**src/rtl/display_pkg.sv**
```systemverilog
// Shared digit-code constants and the per-digit leading-zero blanking step
// used by the display mode/scan block.
package display_pkg;

    localparam int CODE_W = 4;
    localparam logic [CODE_W-1:0] BLANK_CODE = 4'd10;

    typedef struct packed {
        logic              run;
        logic [CODE_W-1:0] code;
    } lz_t;

    // One step of the blanking run: a zero inside an active run goes dark and the
    // run continues; anything else passes unchanged and ends the run.
    function automatic lz_t lz_blank(input logic [CODE_W-1:0] code, input logic run);
        lz_t res;
        if (run && (code == 4'd0)) begin
            res.run  = 1'b1;
            res.code = BLANK_CODE;
        end else begin
            res.run  = 1'b0;
            res.code = code;
        end
        return res;
    endfunction

endpackage

```
**src/rtl/display_scan_ctrl.sv**
```systemverilog
// Digit scan index (modulo DIGITS, stepped by iTick) and the blink
// half-period counter with its phase flag.
module display_scan_ctrl #(
    parameter int DIGITS      = 4,
    parameter int BLINK_TICKS = 250,
    localparam int IDX_W      = $clog2(DIGITS),
    localparam int CNT_W      = $clog2(BLINK_TICKS + 1)
) (
    input  logic             iClk,
    input  logic             iReset,
    input  logic             iTick,
    input  logic             iBlinkEn,
    output logic [IDX_W-1:0] ovIdx,
    output logic             oPhase
);

    logic [IDX_W-1:0] r_idx;
    logic [CNT_W-1:0] r_cnt;
    logic             r_phase;

    // Scan index advance with explicit wrap so non-power-of-two digit counts stay legal.
    always_ff @(posedge iClk) begin
        if (iReset) begin
            r_idx <= '0;
        end else if (iTick) begin
            if (r_idx == IDX_W'(DIGITS - 1)) begin
                r_idx <= '0;
            end else begin
                r_idx <= r_idx + IDX_W'(1);
            end
        end else begin
            r_idx <= r_idx;
        end
    end

    // Blink counter: parked at zero with the phase lit while blinking is disabled.
    always_ff @(posedge iClk) begin
        if (iReset || !iBlinkEn) begin
            r_cnt   <= '0;
            r_phase <= 1'b0;
        end else if (iTick) begin
            if (r_cnt == CNT_W'(BLINK_TICKS - 1)) begin
                r_cnt   <= '0;
                r_phase <= ~r_phase;
            end else begin
                r_cnt   <= r_cnt + CNT_W'(1);
            end
        end else begin
            r_cnt   <= r_cnt;
            r_phase <= r_phase;
        end
    end

    assign ovIdx  = r_idx;
    assign oPhase = r_phase;

endmodule

```
**src/rtl/display_mode_scan.sv**
```systemverilog
// Per-mode digit source selection, leading-zero blanking, digit latch and
// registered multiplexed scan outputs for the seven-segment decoder.
module display_mode_scan
    import display_pkg::*;
#(
    parameter int DIGITS      = 4,
    parameter int NUM_SRC     = 3,
    parameter int MODE_W      = 2,
    parameter int BLINK_TICKS = 250
) (
    input  logic                         iClk,
    input  logic                         iReset,
    input  logic                         iCE,
    input  logic [MODE_W-1:0]            ivMode,
    input  logic [NUM_SRC*DIGITS*4-1:0]  ivSrc,
    input  logic                         iBlankLZ,
    input  logic                         iBlinkEn,
    input  logic                         iTick,
    output logic [DIGITS*4-1:0]          ovDigits,
    output logic [DIGITS-1:0]            ovAnode,
    output logic [3:0]                   ovCode,
    output logic                         oBlinkPhase
);

    localparam int IDX_W = $clog2(DIGITS);
    localparam int VEC_W = DIGITS * CODE_W;

    logic [IDX_W-1:0]  w_idx;
    logic              w_phase;
    logic [VEC_W-1:0]  w_sel;
    logic [VEC_W-1:0]  w_lz;
    logic [VEC_W-1:0]  r_digits;
    logic [DIGITS-1:0] r_anode;
    logic [CODE_W-1:0] r_code;

    display_scan_ctrl #(
        .DIGITS      (DIGITS),
        .BLINK_TICKS (BLINK_TICKS)
    ) u_scan_ctrl (
        .iClk     (iClk),
        .iReset   (iReset),
        .iTick    (iTick),
        .iBlinkEn (iBlinkEn),
        .ovIdx    (w_idx),
        .oPhase   (w_phase)
    );

    // Source mux; unmapped modes show a fully dark display.
    always_comb begin
        w_sel = {DIGITS{BLANK_CODE}};
        for (int s = 0; s < NUM_SRC; s++) begin
            if ({1'b0, ivMode} == (MODE_W + 1)'(s)) begin
                w_sel = ivSrc[s*VEC_W +: VEC_W];
            end else begin
                w_sel = w_sel;
            end
        end
    end

    // Leading-zero blanking from the leftmost digit down; digit 0 always shows.
    always_comb begin
        lz_t  v_step;
        logic v_run;
        w_lz   = w_sel;
        v_run  = iBlankLZ;
        v_step = '0;
        for (int d = DIGITS - 1; d >= 1; d--) begin
            v_step = lz_blank(w_sel[d*CODE_W +: CODE_W], v_run);
            w_lz[d*CODE_W +: CODE_W] = v_step.code;
            v_run  = v_step.run;
        end
    end

    // Digit latch and scan output registers, driven from pre-edge index, digits and phase.
    always_ff @(posedge iClk) begin
        if (iReset) begin
            r_digits <= {DIGITS{BLANK_CODE}};
            r_anode  <= '1;
            r_code   <= BLANK_CODE;
        end else begin
            if (iCE) begin
                r_digits <= w_lz;
            end else begin
                r_digits <= r_digits;
            end
            if (w_phase) begin
                r_anode <= '1;
                r_code  <= BLANK_CODE;
            end else begin
                r_anode <= ~(DIGITS'(1) << w_idx);
                r_code  <= r_digits[w_idx*CODE_W +: CODE_W];
            end
        end
    end

    assign ovDigits    = r_digits;
    assign ovAnode     = r_anode;
    assign ovCode      = r_code;
    assign oBlinkPhase = w_phase;

endmodule
```
**config.mk**
```make
export PLATFORM = sky130hd
export DESIGN_NAME = display_mode_scan
export DESIGN_NICKNAME = d
export VERILOG_FILES = /design/src/rtl/display_pkg.sv /design/src/rtl/display_scan_ctrl.sv /design/src/rtl/display_mode_scan.sv
export SDC_FILE = /design/constraint.sdc
export NUM_CORES = 1
export LEC_CHECK = 0
export CORE_ASPECT_RATIO = 0.9
export CORE_MARGIN = 5
export CORE_UTILIZATION = 38
export DETAILED_ROUTE_END_ITERATION = 6
export PLACE_DENSITY = 0.77
export SYNTH_ARGS = -nofsm -noshare
export SYNTH_HDL_FRONTEND = slang
export SYNTH_SLANG_ARGS = --single-unit
```
**constraint.sdc**
```tcl
create_clock -name iClk -period 2 [get_ports iClk]
set_input_delay 0.4 -clock iClk [delete_from_list [all_inputs] [get_ports iClk]]
set_output_delay 0.4 -clock iClk [all_outputs]
set_load 0.1 [all_outputs]
```
Word-level counts from Yosys, hierarchy flattened
Cells that the tools add are included.

word-level totals
  input port bits = 56
  bits in registers = 35
  output and inout port bits = 25

cells by class
  bitwise gates (word level) = 2
  $add $sub $neg = 2
  equal/unequal tests = 4
  shift operators = 2
  multiplexer cells = 8
  reduce and logical (&&, ||, !) cells = 11

operators with widths
  operator                                         count
  2-to-1 mux 16 bit                                3
  variable part select 16 x 5 -> 4 bit             1
  zero test 4 bit                                  3
  2-to-1 mux 5 bit                                 2
  adder 8 x 1 -> 8 bit, second input constant      1
  == test 8 bit, second input constant             1
  2-to-1 mux 8 bit                                 1
  == test 2 bit, second input constant             2
  2-to-1 mux 4 bit                                 1
  NOT 4 bit                                        1
  left shift 1 x 2 -> 4 bit, first input constant  1
  logical AND 1 bit                                3
  adder 2 x 1 -> 2 bit, second input constant      1
  == test 2 x 1 -> 1 bit, second input constant    1
  zero test 2 bit                                  1
  2-to-1 mux 2 bit                                 1
  AND reduction 2 bit                              1
  OR reduction 2 bit                               1
  zero test 1 bit                                  1
  logical OR 1 bit                                 1
  NOT 1 bit                                        1

Logic depth before layout (Yosys ltp)
  depth in word-level cells = 11
  gate-level depth with buffers = 7
  mapped depth without buffers = 5

Modules after synthesis
From an unflattened synthesis, not the netlist that was laid out.

unflattened totals
  cell total of the unflattened synthesis = 194
  area total of the unflattened synthesis = 1,890.6 µm²

by module, submodules not included
  module             cells each  instances  area each (µm²)  seq. area each (µm²)
  display_mode_scan  134         1          1,333.8          480.5
  display_scan_ctrl  60          1          556.8            220.2

Least setup slack after synthesis
OpenSTA, ideal clock, no wires.

  path kind = input port to flip-flop
  from = input ivMode[1]
  to = register r_digits[5] (netlist: ovDigits[5])
  buffers on the path = 2
  arrival time = 1,973 ps
  stages = 7
  setup slack = -74 ps
  required time = 1,899 ps
  cell sequence = buf_4 > nor2b_1 > buf_2 > a2bb2oi_2 > nand4_2 > or4_4 > o41ai_1

on the way
  longest elaborated chain between the ends = 11
  elaborated cells on any way between the ends = 15

RTL lines
  item                             line                     text
  start: declaration               display_mode_scan.sv:14  input logic [MODE_W-1:0] ivMode,
  zero test 2 bit                  display_mode_scan.sv:52  if ({1'b0, ivMode} == (MODE_W + 1)'(s)) begin
  2-to-1 mux 16 bit (2 in series)  display_mode_scan.sv:52
  2-to-1 mux 16 bit (*)            display_mode_scan.sv:52
  zero test 4 bit                  display_pkg.sv:17        if (run && (code == 4'd0)) begin
  logical AND 1 bit                display_pkg.sv:17
  2-to-1 mux 5 bit                 display_pkg.sv:17
  logical AND 1 bit                display_pkg.sv:17
  2-to-1 mux 5 bit                 display_pkg.sv:17
  logical AND 1 bit                display_pkg.sv:17
  2-to-1 mux 4 bit (*)             display_pkg.sv:17
  end signal: assignment           display_mode_scan.sv:77  r_digits <= {DIGITS{BLANK_CODE}};
  end signal: assignment           display_mode_scan.sv:82  r_digits <= w_lz;
  end signal: assignment           display_mode_scan.sv:84  r_digits <= r_digits;
  end: declaration                 display_mode_scan.sv:32  logic [VEC_W-1:0] r_digits;

Mark *: on every way between the ends. The rest lies on a longest branch, timed or not.
A chain may end at the register's enable or synchronous reset.

Worst setup path in the final report
  from = input ivMode[0]
  to = register r_digits[7] (netlist: ovDigits[7])

Same word-level chain as after synthesis.

==> metrics.txt <==
status complete, no violations; main area contributors after synthesis dfxtp_1, mux2i_1, mux4_2, nor2_1, ha_1; Primary FF master, synth dfxtp_1; critical path fanouts, max 8; Largest delay share family, worst path simple AND/OR/NAND/NOR gates; largest family of logic cells by synthesized area simple AND/OR/NAND/NOR gates; clock slew at reported path FFs 0.07 ns; Num Clock Sinks 35; Seq/Total Area, Yosys 0.384; NetSw 0.646 mW; Hold WC Path Type reg -> reg; Initial DRT Pass Iterations 4; Hold WS 0.495 ns; CTS tree built; FMAX 0.515 GHz; area leader, netlist dfxtp_1; Worst-Margin Slew 0.494 ns; Req. time, crit path roughly 2.2 ns; Clk Tree Root Cell clkbuf_8; Logic pwr share 0.299; hold path endpoint u_scan_ctrl.r_cnt[6]; H-tree levels 2; register bit total from synthesis 35; P_leak 1.26 nW; reg-to-reg startpoint u_scan_ctrl.ovIdx[1]; cell depth of the worst setup path 7; Antenna Cells 0; largest net degree at the start of global routing 21; dpl hpwl 3930 um; VDD IR-drop max 0.386 mV; top-count cell post-synth dfxtp_1; Routed WL 4970 um; Final nets 358; Core ar. 4740 sq um; Final Util 0.637; vias in the first global route 1,744; async set-reset flop share out of synthesis 0; Buf+Inv Stages, Crit Path 2; IO Count 81; Mapped Area 1830 sq um; reg2reg end ovCode[2]; Chip Width 83.1 um; simple-gate share of the synthesized area 0.188; Sw Ratio 0.301; critical path endpoint category flip-flop; CP most frequent cell buf_4; flop-to-flop setup slack 0.61 ns; PortBufs 80; fraction of power consumed by sequential logic 0.357; CP Class in -> reg; final worst-path cycle share 0.971; crit path cell chain buf_4 > buf_4 > mux2_4 > o22ai_2 > nand2_1 > or4_4 > o41ai_2; Mapped Cells 194; final setup fails 0; RSZ-0062 raised after global routing false; synth cell count leaders dfxtp_1, nor2_1, nand2_1, mux2i_1, clkbuf_1; Arr. time, crit path 2.13 ns; Layout area overhead 65.7%; Syn. warnings 0; initial antenna violation count 0; Final Wtd Congestion approximately 0.78; startpoint class of the critical path input pin; max-cap violations 0; number of remaining DRC errors 0; Initial Util 0.385; clk buf depth 2; Synth Area in Compound Gates 0.160; Hold Fails Final Rpt 0; relative slew slack 0.669; Congestion Overflow GR 0; share of layout cells above drive strength 1 0.276; Fill cells 427; Clock Skews 0.00513 ns; hold depth 2; EDFF count, synth 0; number of library cell types mapped by synthesis 42; syn_nets about 260; vias 1,780; die height 75.8 um; vias per inst 4.92; Max Transition Viols Final 0; pwr dens 709 nW/um^2; # rows 24; drt initial violations 21; first-pass GRT wire length ~7900 um; Critical Path Max Stage Delay 0.57 ns; TritonCTS buffer count 5; multiplexer share of the synthesized area 0.156; adder-cell share of the synthesized area 0.0411; Final ANT Viol Nets 0; post-synth top area share 0.384; Die ar. 6290 sq um; slowest CP cell or4_4; Post-Synth XOR/XNOR Area 0.0192; clock share of power 0.344; Wirelength per Cell 13.7 um; Clk Latency, worst-skew pair around 0.29 ns; worst hold start u_scan_ctrl.r_cnt[6]; Tot GR Track Use 0.159; Synth Area per Inst about 9.4 sq um; Cell Int Power 1.50 mW; final worst path period need slightly below 2 ns; worst reg-to-reg path cell count 2
-- layer usage --
layer | vias up | part of all wire | global-route usage | routed length [um]
met5 | - | 0 | 0 | 0
met4 | 0 | 0.017 | 0.0544 | 84
met3 | 10 | 0.11 | 0.0789 | 562
met2 | 81 | 0.46 | 0.280 | 2300
met1 | 789 | 0.41 | 0.169 | 2020
li1 | 900 | - | - | -
-- state kept, by name (all words and copies together) (netlist names) --
name / flops
ovAnode: 4
ovCode: 4
ovDigits: 16
u_scan_ctrl.oPhase: 1
u_scan_ctrl.ovIdx: 2
u_scan_ctrl.r_cnt: 8
-- worst register-to-register path: stages (launching register included) --
cell	delay, ns
dfxtp_1	0.57
mux4_2	0.54
and2_1	0.17
-- cells in the final DEF (no fill, tap or decap), drive strengths merged, types with 5 or more instances in the layout --
cell,netlist,final
o21ai,6,6
clkbuf,9,6
inv,6,6
a211oi,7,7
a21oi,7,7
buf,5,55
clkdlybuf4s50,0,45
nor2,21,21
ha,6,6
mux2,8,8
dfxtp,35,35
nand2,14,14
nand2b,5,5
dlymetal6s2s,0,5
mux2i,10,10
nor2b,5,5
-- metrics by stage --
| step | cells | instance area [sq um] | setup TNS (ns) | worst slack [ns] | total power [mW] |
|---|---|---|---|---|---|
| 5_1_grt | 362 | 3020 | 0 | 0.00513 | 2.24 |
| 2_1_floorplan | 194 | 1850 | 0 | 0.00266 | 1.17 |
| 4_1_cts | 362 | 3000 | 0 | 0.00213 | 2.16 |
| 3_3_place_gp | 349 | 2800 | -2.71 | -0.573 | 1.40 |
| 6_report | 362 | 3020 | 0 | 0.0580 | 2.14 |
| 3_5_place_dp | 349 | 2800 | -2.93 | -0.613 | 1.40 |
-- worst max path at each step --
stage	from	to	slack (ns)
6_report	ivMode[0]	ovDigits[7]	0.06
5_1_grt	ivMode[1]	ovDigits[7]	0.005
4_1_cts	ivSrc[28]	ovDigits[5]	0.002
3_5_place_dp	ivMode[0]	ovDigits[7]	-0.61
3_3_place_gp	ivMode[0]	ovDigits[7]	-0.57
2_1_floorplan	ivMode[0]	ovDigits[7]	0.003
-- power groups by stage --
| stage | registers, mW | logic, mW | clock network (mW) |
|---|---|---|---|
| final | 0.766 | 0.640 | 0.737 |
| after global routing | 0.770 | 0.674 | 0.793 |
| after CTS | 0.767 | 0.636 | 0.759 |
| after detailed placement | 0.782 | 0.618 | 0 |
| after global placement | 0.782 | 0.615 | 0 |
| after floorplan | 0.994 | 0.172 | 0 |
-- layout make-up --
type / instances / area [sq um] / area share
inverter: 6 / 22.5 / 0.00745
sequential: 35 / 701 / 0.232
tap: 65 / 81.3 / 0.0269
clock buffer: 6 / 72.6 / 0.0240
multi-input combinational: 139 / 1110 / 0.367
clock inverter: 2 / 60.1 / 0.0199
timing repair buffer: 109 / 977 / 0.323
-- cell families (layout without fill, tap and decap cells) --
kind of cell / count (synthesis) / in the layout
flip-flops: 35 / 35
XOR/XNOR: 4 / 4
adder cells (fa/ha/maj): 6 / 6
buffers and inverters: 20 / 123
multiplexers: 22 / 22
AND/OR/NAND/NOR: 67 / 67
AO/OA/AOI/OAI: 40 / 40
-- repair_timing --
action / in CTS / in global routing
setup buffers: 5 / 1
pin swaps: 9 / 7
hold buffers: 0 / 0
hold endpoints to repair: 0 / 0
resized for setup: 16 / 11
setup endpoints to repair: 4 / 4
(Power assumes the default switching activity.)
